`config.mk`:
```
export PLATFORM = sky130hd
export DESIGN_NAME = mux_rr_arbiter
export DESIGN_NICKNAME = d
export VERILOG_FILES = /design/src/rtl/mux_arb_pkg.sv /design/src/rtl/mux_rr_arbiter_rr_pick.sv /design/src/rtl/mux_rr_arbiter.sv
export SDC_FILE = /design/constraint.sdc
export NUM_CORES = 1
export LEC_CHECK = 0
export CORE_AREA = 2 2 131 133
export DETAILED_ROUTE_END_ITERATION = 7
export DIE_AREA = 0 0 133 135
export PLACE_DENSITY = 0.67
export SETUP_SLACK_MARGIN = 0.2
export SLEW_MARGIN = 15
export SYNTH_ARGS = -nofsm -noshare
export SYNTH_HDL_FRONTEND = slang
export SYNTH_SLANG_ARGS = --single-unit
```
`constraint.sdc`:
```
create_clock -name clk -period 4.1 [get_ports clk]
set_clock_uncertainty 0.15 [all_clocks]
set_input_delay 0.82 -clock clk [delete_from_list [all_inputs] [get_ports clk]]
set_output_delay 0.82 -clock clk [all_outputs]
set_load 0.01 [all_outputs]
```
`src/rtl/mux_arb_pkg.sv`:
```
// Shared types and constants for the round-robin select arbiter.
package mux_arb_pkg;

  localparam int unsigned N_REQ = 4;
  localparam int unsigned IDX_W = 2;

  localparam logic [3:0] SEL_REQ0 = 4'd0;
  localparam logic [3:0] SEL_REQ1 = 4'd1;
  localparam logic [3:0] SEL_REQ2 = 4'd2;
  localparam logic [3:0] SEL_REQ3 = 4'd3;

  typedef enum logic [0:0] {
    OPEN   = 1'b0,
    LOCKED = 1'b1
  } arb_state_t;

  // Requester index to the selector code driven to the shared select path.
  function automatic logic [3:0] idx_to_sel(input logic [IDX_W-1:0] idx);
    logic [3:0] code;
    code = SEL_REQ0;
    case (idx)
      2'd0: code = SEL_REQ0;
      2'd1: code = SEL_REQ1;
      2'd2: code = SEL_REQ2;
      2'd3: code = SEL_REQ3;
      default: code = SEL_REQ0;
    endcase
    return code;
  endfunction

  // Requester index to a one-hot request mask.
  function automatic logic [N_REQ-1:0] idx_onehot(input logic [IDX_W-1:0] idx);
    return N_REQ'(1) << idx;
  endfunction

endpackage

```
`src/rtl/mux_rr_arbiter_rr_pick.sv`:
```
// rr_pick: combinational round-robin search starting at ptr.
module rr_pick
  import mux_arb_pkg::*;
(
  input  logic [N_REQ-1:0] req_valid,
  input  logic [IDX_W-1:0] ptr,
  output logic [IDX_W-1:0] winner,
  output logic             any_valid
);

  logic [IDX_W-1:0] idx;

  // First valid requester at ptr, ptr+1, ... wrapping modulo N_REQ.
  always_comb begin
    winner    = '0;
    any_valid = 1'b0;
    idx       = '0;
    for (int unsigned i = 0; i < N_REQ; i++) begin
      idx = ptr + IDX_W'(i);
      if (!any_valid && req_valid[idx]) begin
        winner    = idx;
        any_valid = 1'b1;
      end
    end
  end

endmodule

```
`src/rtl/mux_rr_arbiter.sv`:
```
// mux_rr_arbiter: round-robin arbiter with burst locking feeding a single
// registered output slot. Optional lock watchdog under ARB_TIMEOUT_EN.
module mux_rr_arbiter
  import mux_arb_pkg::*;
#(
  parameter int unsigned WIDTH   = 64,
  parameter int unsigned SEL_W   = 4,
  parameter int unsigned TIMEOUT = 16
) (
  input  logic             clk,
  input  logic             reset_n,
  input  logic [3:0]       req_valid,
  input  logic [3:0]       req_last,
  input  logic [WIDTH-1:0] req_data0,
  input  logic [WIDTH-1:0] req_data1,
  input  logic [WIDTH-1:0] req_data2,
  input  logic [WIDTH-1:0] req_data3,
  output logic [3:0]       req_ready,
  output logic [SEL_W-1:0] seletor,
  output logic             out_valid,
  input  logic             out_ready,
  output logic [WIDTH-1:0] out_data,
  output logic [1:0]       out_src,
  output logic             lock_err
);

  arb_state_t       state_q, state_d;
  logic [IDX_W-1:0] ptr_q, ptr_d;
  logic [IDX_W-1:0] owner_q, owner_d;
  logic [SEL_W-1:0] sel_q, sel_d;
  logic             out_valid_q, out_valid_d;
  logic [WIDTH-1:0] out_data_q, out_data_d;
  logic [IDX_W-1:0] out_src_q, out_src_d;

  logic [N_REQ-1:0] elig_c;
  logic [IDX_W-1:0] winner_c;
  logic             any_c;
  logic             can_accept_c;
  logic             accept_c;
  logic [WIDTH-1:0] word_c;

`ifdef ARB_TIMEOUT_EN
  localparam int unsigned CNT_W = $clog2(TIMEOUT + 1);
  logic [CNT_W-1:0] cnt_q, cnt_d;
  logic             lock_err_q, lock_err_d;
`else
  logic unused_timeout;
  assign unused_timeout = ^32'(TIMEOUT);
`endif

  // While locked only the owner may win; otherwise all requesters compete.
  always_comb begin
    elig_c = req_valid;
    if (state_q == LOCKED) elig_c = req_valid & idx_onehot(owner_q);
  end

  rr_pick u_rr_pick (
    .req_valid (elig_c),
    .ptr       (ptr_q),
    .winner    (winner_c),
    .any_valid (any_c)
  );

  assign can_accept_c = !out_valid_q || out_ready;
  assign accept_c     = can_accept_c && any_c;

  // Shared 4:1 data select driven by the winner index.
  always_comb begin
    word_c = req_data0;
    case (winner_c)
      2'd0: word_c = req_data0;
      2'd1: word_c = req_data1;
      2'd2: word_c = req_data2;
      2'd3: word_c = req_data3;
      default: word_c = req_data0;
    endcase
  end

  // Next-state, handshake and output-slot update.
  always_comb begin
    state_d     = state_q;
    ptr_d       = ptr_q;
    owner_d     = owner_q;
    sel_d       = sel_q;
    out_valid_d = out_valid_q;
    out_data_d  = out_data_q;
    out_src_d   = out_src_q;
    req_ready   = '0;
`ifdef ARB_TIMEOUT_EN
    cnt_d       = cnt_q;
    lock_err_d  = lock_err_q;
`endif

    if (accept_c) begin
      req_ready   = idx_onehot(winner_c);
      sel_d       = SEL_W'(idx_to_sel(winner_c));
      out_valid_d = 1'b1;
      out_data_d  = word_c;
      out_src_d   = winner_c;
    end else if (out_ready) begin
      out_valid_d = 1'b0;
    end

    case (state_q)
      OPEN: begin
        if (accept_c) begin
          if (req_last[winner_c]) begin
            ptr_d = winner_c + IDX_W'(1);
          end else begin
            owner_d = winner_c;
            state_d = LOCKED;
          end
        end
      end
      LOCKED: begin
        if (accept_c && req_last[owner_q]) begin
          ptr_d   = owner_q + IDX_W'(1);
          state_d = OPEN;
        end
      end
      default: state_d = OPEN;
    endcase

`ifdef ARB_TIMEOUT_EN
    // Watchdog: count idle owner cycles; release the lock on expiry.
    if (state_q == LOCKED) begin
      if (req_valid[owner_q]) begin
        cnt_d = '0;
      end else begin
        cnt_d = cnt_q + CNT_W'(1);
        if (cnt_d == CNT_W'(TIMEOUT)) begin
          state_d    = OPEN;
          ptr_d      = owner_q + IDX_W'(1);
          lock_err_d = 1'b1;
          cnt_d      = '0;
        end
      end
    end else begin
      cnt_d = '0;
    end
`endif
  end

  // State and output registers.
  always_ff @(posedge clk or negedge reset_n) begin
    if (!reset_n) begin
      state_q     <= OPEN;
      ptr_q       <= '0;
      owner_q     <= '0;
      sel_q       <= '0;
      out_valid_q <= 1'b0;
      out_data_q  <= '0;
      out_src_q   <= '0;
    end else begin
      state_q     <= state_d;
      ptr_q       <= ptr_d;
      owner_q     <= owner_d;
      sel_q       <= sel_d;
      out_valid_q <= out_valid_d;
      out_data_q  <= out_data_d;
      out_src_q   <= out_src_d;
    end
  end

`ifdef ARB_TIMEOUT_EN
  // Watchdog counter and sticky error flag.
  always_ff @(posedge clk or negedge reset_n) begin
    if (!reset_n) begin
      cnt_q      <= '0;
      lock_err_q <= 1'b0;
    end else begin
      cnt_q      <= cnt_d;
      lock_err_q <= lock_err_d;
    end
  end
  assign lock_err = lock_err_q;
`else
  assign lock_err = 1'b0;
`endif

  // Selector reflects the winner during an accept, else holds the last code.
  assign seletor   = sel_d;
  assign out_valid = out_valid_q;
  assign out_data  = out_data_q;
  assign out_src   = out_src_q;

endmodule

```
==> impl_results.md, run 1 <==
* GRT Util Overall at 0.2136
* Clk Tree Root Cell: clkbuf_16
* Pwr Total at 7576 µW
* Chip Height at 135 µm
* Port-buffer cells at 341
* RePlAce Congestion at 0.8684
* Pwr Density at 831.4 nW/µm²
* H-tree depth at 3
* Fin cells at around 1000
* Antenna cells at 0
* Clock latency on the worst-skew pair at between 0.3 and 0.4 ns
* Async S/R FF share, synth at 1.000
* Critical path origin: req_valid[3]
* Via count at 5378
* Setup WS pre-CTS at -0.3180 ns
* CTS Buf Count at 9
* Seq/Total Area, Yosys at 0.3855
* TritonCTS Sinks at 76
* Unrepaired setup endpoints after global routing: true
* Period Utilization, post-route at 0.9382
* Top cell type's share of synthesized area at 0.3855
* Syn Nets at 742
* Max_slew headroom at 0.4599
* GR Overflow Total at 0
* Starting density of the core at 0.3007
* Largest cells by area after synthesis: dfrtp_1 39%, mux2i_1 27%, a221oi_1 12%
* Dpl cells at 1021
* TritonRoute pass-1 iters at 4
* Nets at approximately 1100
* Cell Area, Synth at 4933 µm²
* Die footprint at 17960 µm²
* Critical Path Sink: req_ready[1]
* Cell taking the most area after synthesis: dfrtp_1
* Yosys reg bits at 76
* Vias in the first global route at approximately 5600
* Clock Path Buffers at 2
* Reg2reg end: out_data[30]
* Most used DFF post-synth: dfrtp_1
* Yosys cell types at 45
* Syn avg cell area at 10.39 µm²
* Post-synth EDFFs at 0
* Iteration-0 DRC Markers at 230
* Via/cell ratio at approximately 5.2
* CP required at 3.13 ns
* CTS tree: done
* Synth cell count leaders: 134 x mux2i_1, 76 x dfrtp_1, 70 x nor2_1
* Status: finished, final reports clean
* Number of cells on the worst reg-to-reg path at 10
* Most common cell in the synthesized netlist: mux2i_1
* Register-to-Register Setup Slack at roughly 0.7 ns
* Initial antenna violation count at 0
* CP endpoint kind: primary output
* Residual DRC count at 0
* IO Count at 343
* Final WL at just under 20000 µm
* Critical path peak fanout at 7
* Drt wl/cell at 19.00 µm
* Worst-Margin Slew at 0.8101 ns
* Final Max Tran Viols at 0
* Max Freq at 260.0 MHz
* Worst setup SP type: primary input
* Syn Inst Count at about 480
* Endpoints failing setup at 0
* Area growth syn-to-layout at 84.71%
* Max_cap viols at 0
* Hpwl dp at 15140 µm
* Reg2reg start: owner_q[1]
* Row count at 47
* Min Tclk post-route at slightly below 4 ns
* Final core utilization at 0.5554
* Yosys Warn Count at 0
* Post-CTS Hold Fix Bufs at 0
* Final Hold Fails at 0
* Pleak at 0.003785 µW
* Share of layout cells above drive strength 1 at 0.08627
* Largest net degree at the start of global routing at 68
* Die W at 133 µm
* Worst min path class: reg -> reg
* VDD IR max at 0.7062 mV
* Routed Antenna Nets at 0
* Final setup margin at 0.2535 ns
* Global-route wire length before repair at 30150 µm
* Worst-path clk slew at about 0.060 ns
* Placeable Area at 16410 µm²
* CP Class: in -> out
* WP data arrival at 2.88 ns
[flip-flops by register name, indices dropped and copies added (netlist names)]
signal / flops
owner_q: 2
out_src: 2
out_valid: 1
ptr_q: 2
out_data: 64
sel_q: 4
state_q: 1
[logic make-up after synthesis]
family	Yosys count	synth area share
compound gates	104	0.1745
other cells	1	0.0007601
buf+inv	47	0.05427
mux	137	0.2810
simple gates	110	0.1040
flops	76	0.3855
[per-stage QoR]
step / setup TNS, ns / hold WS (ns) / area, µm²
global placement: -1.340 / 0.3149 / 8635
global route: 0 / 0.3510 / 9112
CTS: 0 / 0.3359 / 9071
finish: 0 / 0.3343 / 9112
floorplan: 0 / 0.3518 / 4933
detailed placement: -1.617 / 0.3201 / 8635
[critical path, stage by stage]
cell	delay, ns
dlygate4sd2_1	0.31
mux2_1	0.34
o2bb2ai_1	0.16
buf_4	0.19
o31ai_4	0.27
buf_6	0.16
buf_4	0.13
nor2_4	0.04
and2_1	0.17
dlygate4sd2_1	0.29
[timing repair]
| item | in CTS | in global routing |
|---|---|---|
| pin swaps | 3 | 2 |
| endpoints found under the hold margin | 0 | 0 |
| setup buffers | 6 | 1 |
| gates resized for setup | 24 | 9 |
| setup endpoints to repair | 8 | 5 |
[metal layers]
metal | global-route usage | up-vias | part of all wire
met4 | 0.08244 | 0 | 0.028
met5 | 0 | - | 0
met1 | 0.2401 | 2584 | 0.38
met3 | 0.05068 | 38 | 0.067
li1 | - | 2515 | -
met2 | 0.3915 | 241 | 0.52
[final cells by class]
class,count,area [µm²]
Clock inverter,4,120.1
Clock buffer,11,252.7
Fill cell,1380,7295
Multi-Input combinational cell,352,2835
Tap cell,220,275.3
Sequential cell,76,1904
Inverter,3,11.26
Timing Repair Buffer,377,3714
[placed cells by master (no fill, tap or decap), drive strengths merged, types with 3 or more instances in the layout]
cell type      instances
clkdlybuf4s15          3
clkdlybuf4s50        328
a31oi                  3
nor2                  70
o221ai                 3
a21oi                  3
inv                    3
mux2i                134
o21ai                  7
clkbuf                12
a21o                   3
nor3                   3
a221oi                65
nand2b                 6
bufinv                 4
nand2                 14
buf                   37
dlygate4sd2            8
o211ai                 4
dfrtp                 76
and2                   6
[worst min-delay path by stage]
stage | depth (start not counted) | endpoint | start | slack (ns)
floorplan | 2 | sel_q[0] | sel_q[0] | 0.35
detailed placement | 1 | sel_q[3] | sel_q[3] | 0.32
finish | 1 | sel_q[1] | sel_q[1] | 0.33
global placement | 1 | sel_q[1] | sel_q[1] | 0.31
CTS | 1 | sel_q[3] | sel_q[3] | 0.34
global route | 1 | sel_q[3] | sel_q[3] | 0.35
[report_power, final]
| part | leakage, µW | internal, µW | switching (µW) |
|---|---|---|---|
| combinational | 0.00275 | 2660 | 2480 |
| clock | 0.000182 | 686 | 318 |
| sequential | 0.000851 | 1140 | 292 |
(Power assumes the default switching activity.)
==> run 2: changes to the inputs <==
--- a/config.mk
+++ b/config.mk
@@ -9,7 +9,6 @@
 export DETAILED_ROUTE_END_ITERATION = 7
 export DIE_AREA = 0 0 133 135
 export PLACE_DENSITY = 0.67
-export SETUP_SLACK_MARGIN = 0.2
 export SLEW_MARGIN = 15
 export SYNTH_ARGS = -nofsm -noshare
 export SYNTH_HDL_FRONTEND = slang
==> run 2 against run 1 <==
Maximum frequency down 3.2%. Power is 0.88% lower. Wire length shrank 0.93%. Hold slack gained 0.0035 ns. Critical path type unchanged. Largest power group unchanged. Highest routed layer unchanged.
==> impl_results.md, run 2 (synthesis results as in run 1) <==
* RePlAce Congestion at 0.8684 (unchanged)
* Starting density of the core at 0.3007 (unchanged)
* Residual DRC count at 0 (unchanged)
* Worst-Margin Slew at 0.8200 ns (was 0.8101 ns)
* Commonest non-fill, non-tap cell in the layout: clkdlybuf4s50_1 (unchanged)
* IO Count at 343 (unchanged)
* Critical path peak fanout at 8 (was 7)
* Pwr Total at 7510 µW (was 7576 µW)
* Min Tclk post-route at 3.974 ns (was 3.847 ns)
* Initial antenna violation count at 0 (unchanged)
* TritonRoute pass-1 iters at 5 (was 4)
* Clock Path Buffers at 2 (unchanged)
* Drt wl/cell at 18.89 µm (was 19.00 µm)
* Area growth syn-to-layout at 83.52% (was 84.71%)
* Critical path's slowest cell: or4b_4 (was mux2_1)
* Setup TNS at 0 ns (unchanged)
* Hpwl dp at 15140 µm (unchanged)
* Placeable Area at 16410 µm² (unchanged)
* Critical path buffers and inverters at 4 (was 5)
* Via count at 5355 (was 5378)
* TritonCTS Sinks at 76 (unchanged)
* Nets at 1082 (was 1086)
* H-tree depth at 3 (unchanged)
* Setup WS pre-CTS at -0.3180 ns (unchanged)
* Max_cap viols at 0 (unchanged)
* Iteration-0 DRC Markers at 257 (was 230)
* Port-buffer cells at 341 (unchanged)
* Period Utilization, post-route at 0.9692 (was 0.9382)
* Global-route wire length before repair at 30060 µm (was 30150 µm)
* Routed Antenna Nets at 0 (unchanged)
* VDD IR max at 0.7055 mV (was 0.7062 mV)
* Pwr Density at 829.5 nW/µm² (was 831.4 nW/µm²)
* Pleak at 0.003761 µW (was 0.003785 µW)
* Final WL at 19630 µm (was 19820 µm)
* CP endpoint kind: primary output (unchanged)
* Die W at 133 µm (unchanged)
* Chip Height at 135 µm (unchanged)
* Crit-path max cell delay at 0.50 ns (was 0.34 ns)
* Final Max Tran Viols at 0 (unchanged)
* Final setup margin at 0.1263 ns (was 0.2535 ns)
* Final Hold Fails at 0 (unchanged)
* Max Freq at 251.7 MHz (was 260.0 MHz)
* Antenna cells at 0 (unchanged)
* Worst min path class: reg -> reg (unchanged)
* Cell family with most CP delay: simple AND/OR/NAND/NOR gates (was buffers and inverters)
* GRT Util Overall at 0.2130 (was 0.2136)
* Share of layout cells above drive strength 1 at 0.07570 (was 0.08627)
* Post-route cell area at 9054 µm² (was 9112 µm²)
* Via/cell ratio at 5.154 (was 5.156)
* CP required at 3.13 ns (about the same)
* Commonest non-fill, non-tap cells in the layout: 331 x clkdlybuf4s50_1, 133 x mux2i_1, 75 x dfrtp_1 (was 328 x clkdlybuf4s50_1, 133 x mux2i_1, 74 x dfrtp_1)
* GR Overflow Total at 0 (unchanged)
* Unrepaired setup endpoints after global routing: false (was true)
* Dpl cell area at 8635 µm² (unchanged)
* Max reg flops at 64 (unchanged)
* Clk Tree Root Cell: clkbuf_16 (unchanged)
* CTS tree: done (unchanged)
* CP Class: in -> out (unchanged)
* Vias in the first global route at 5582 (was 5610)
* CTS Buf Count at 9 (unchanged)
* Die footprint at 17960 µm² (unchanged)
* Max_slew headroom at 0.4534 (was 0.4599)
* Largest net degree at the start of global routing at 68 (unchanged)
* Clock latency on the worst-skew pair at 0.34 ns (about the same)
* Endpoints failing setup at 0 (unchanged)
* Worst-path clk slew at 0.06 ns (about the same)
* Status: finished, final reports clean (unchanged)
* Cell Chain, Critical Path: dlygate4sd2_1 -> or4b_4 -> o221ai_2 -> nor3_1 -> o21bai_2 -> nor4_4 -> buf_4 -> buf_6 -> nor3_1 -> dlygate4sd2_1 (was dlygate4sd2_1 -> mux2_1 -> o2bb2ai_1 -> buf_4 -> o31ai_4 -> buf_6 -> buf_4 -> nor2_4 -> and2_1 -> dlygate4sd2_1)
* Worst setup SP type: primary input (unchanged)
* Row count at 47 (unchanged)
* WP data arrival at 3.00 ns (was 2.88 ns)
## run 2: cell count changes in the layout (fill, tap and decap cells not counted), sizes merged
| cell | change |
|---|---|
| buf | -4 |
| dlygate4sd2 | -1 |
| clkbuf | -1 |
| clkdlybuf4s50 | +3 |
| dlymetal6s2s | +1 |
| clkdlybuf4s15 | -2 |
## run 2: final timing paths
path	start	end	cells after the start	slack (ns)
max reg2reg	owner_q[0]	out_data[30]	11	0.60
min in group asynchronous	reset_n	out_valid	1	0.42
min	sel_q[1]	sel_q[1]	1	0.34
min reg2reg	sel_q[1]	sel_q[1]	1	0.34
max in group asynchronous	reset_n	out_data[53]	2	2.71
max	req_valid[0]	req_ready[0]	10	0.13
## run 2: metal layers
layer / vias up / GRT usage / wire length, µm
met5: - / 0 / 0
met4: 0 / 0.08244 / 469
met3: 31 / 0.05030 / 1368
met2: 232 / 0.3883 / 10370
met1: 2584 / 0.2412 / 7425
li1: 2508 / - / -
## run 2: worst reg2reg max path: cells and delay by family, from the launching register on
family | cells | cell delay (ns)
buffers and inverters | 4 | 0.76
AO/OA/AOI/OAI | 3 | 0.67
multiplexers | 1 | 0.24
AND/OR/NAND/NOR | 3 | 1.02
flip-flops | 1 | 0.54
## run 2: area by class of cell
cell class | instances | area [µm²]
clock inverters | 4 | 120.1
repair buffers | 373 | 3687
well taps | 220 | 275.3
inverters | 3 | 11.26
clock buffers | 11 | 252.7
multi-input cells | 352 | 2804
fillers | 1387 | 7353
flip-flops and latches | 76 | 1903
## run 2: metrics by stage
| step | hold WS, ns | utilization | cells |
|---|---|---|---|
| detailed placement | 0.3201 | 0.5263 | 1021 |
| global route | 0.3562 | 0.5518 | 1039 |
| CTS | 0.3403 | 0.5510 | 1039 |
| floorplan | 0.3518 | - | 475 |
| global placement | 0.3149 | 0.5263 | 1021 |
| finish | 0.3377 | 0.5518 | 1039 |
## run 2: where the power goes
| part | switching (µW) | internal, µW |
|---|---|---|
| Sequential | 289 | 1140 |
| Combinational | 2450 | 2630 |
| Clock | 320 | 686 |
| Total | 3050 | 4460 |
## run 2: timing repair
action / 4_1_cts / 5_1_grt
buffers inserted: 3 / 0
hold buffers: 0 / 0
resized for setup: 15 / 4
pin swaps: 2 / 1
endpoints found under the hold margin: 0 / 0
setup endpoints to repair: 8 / 8
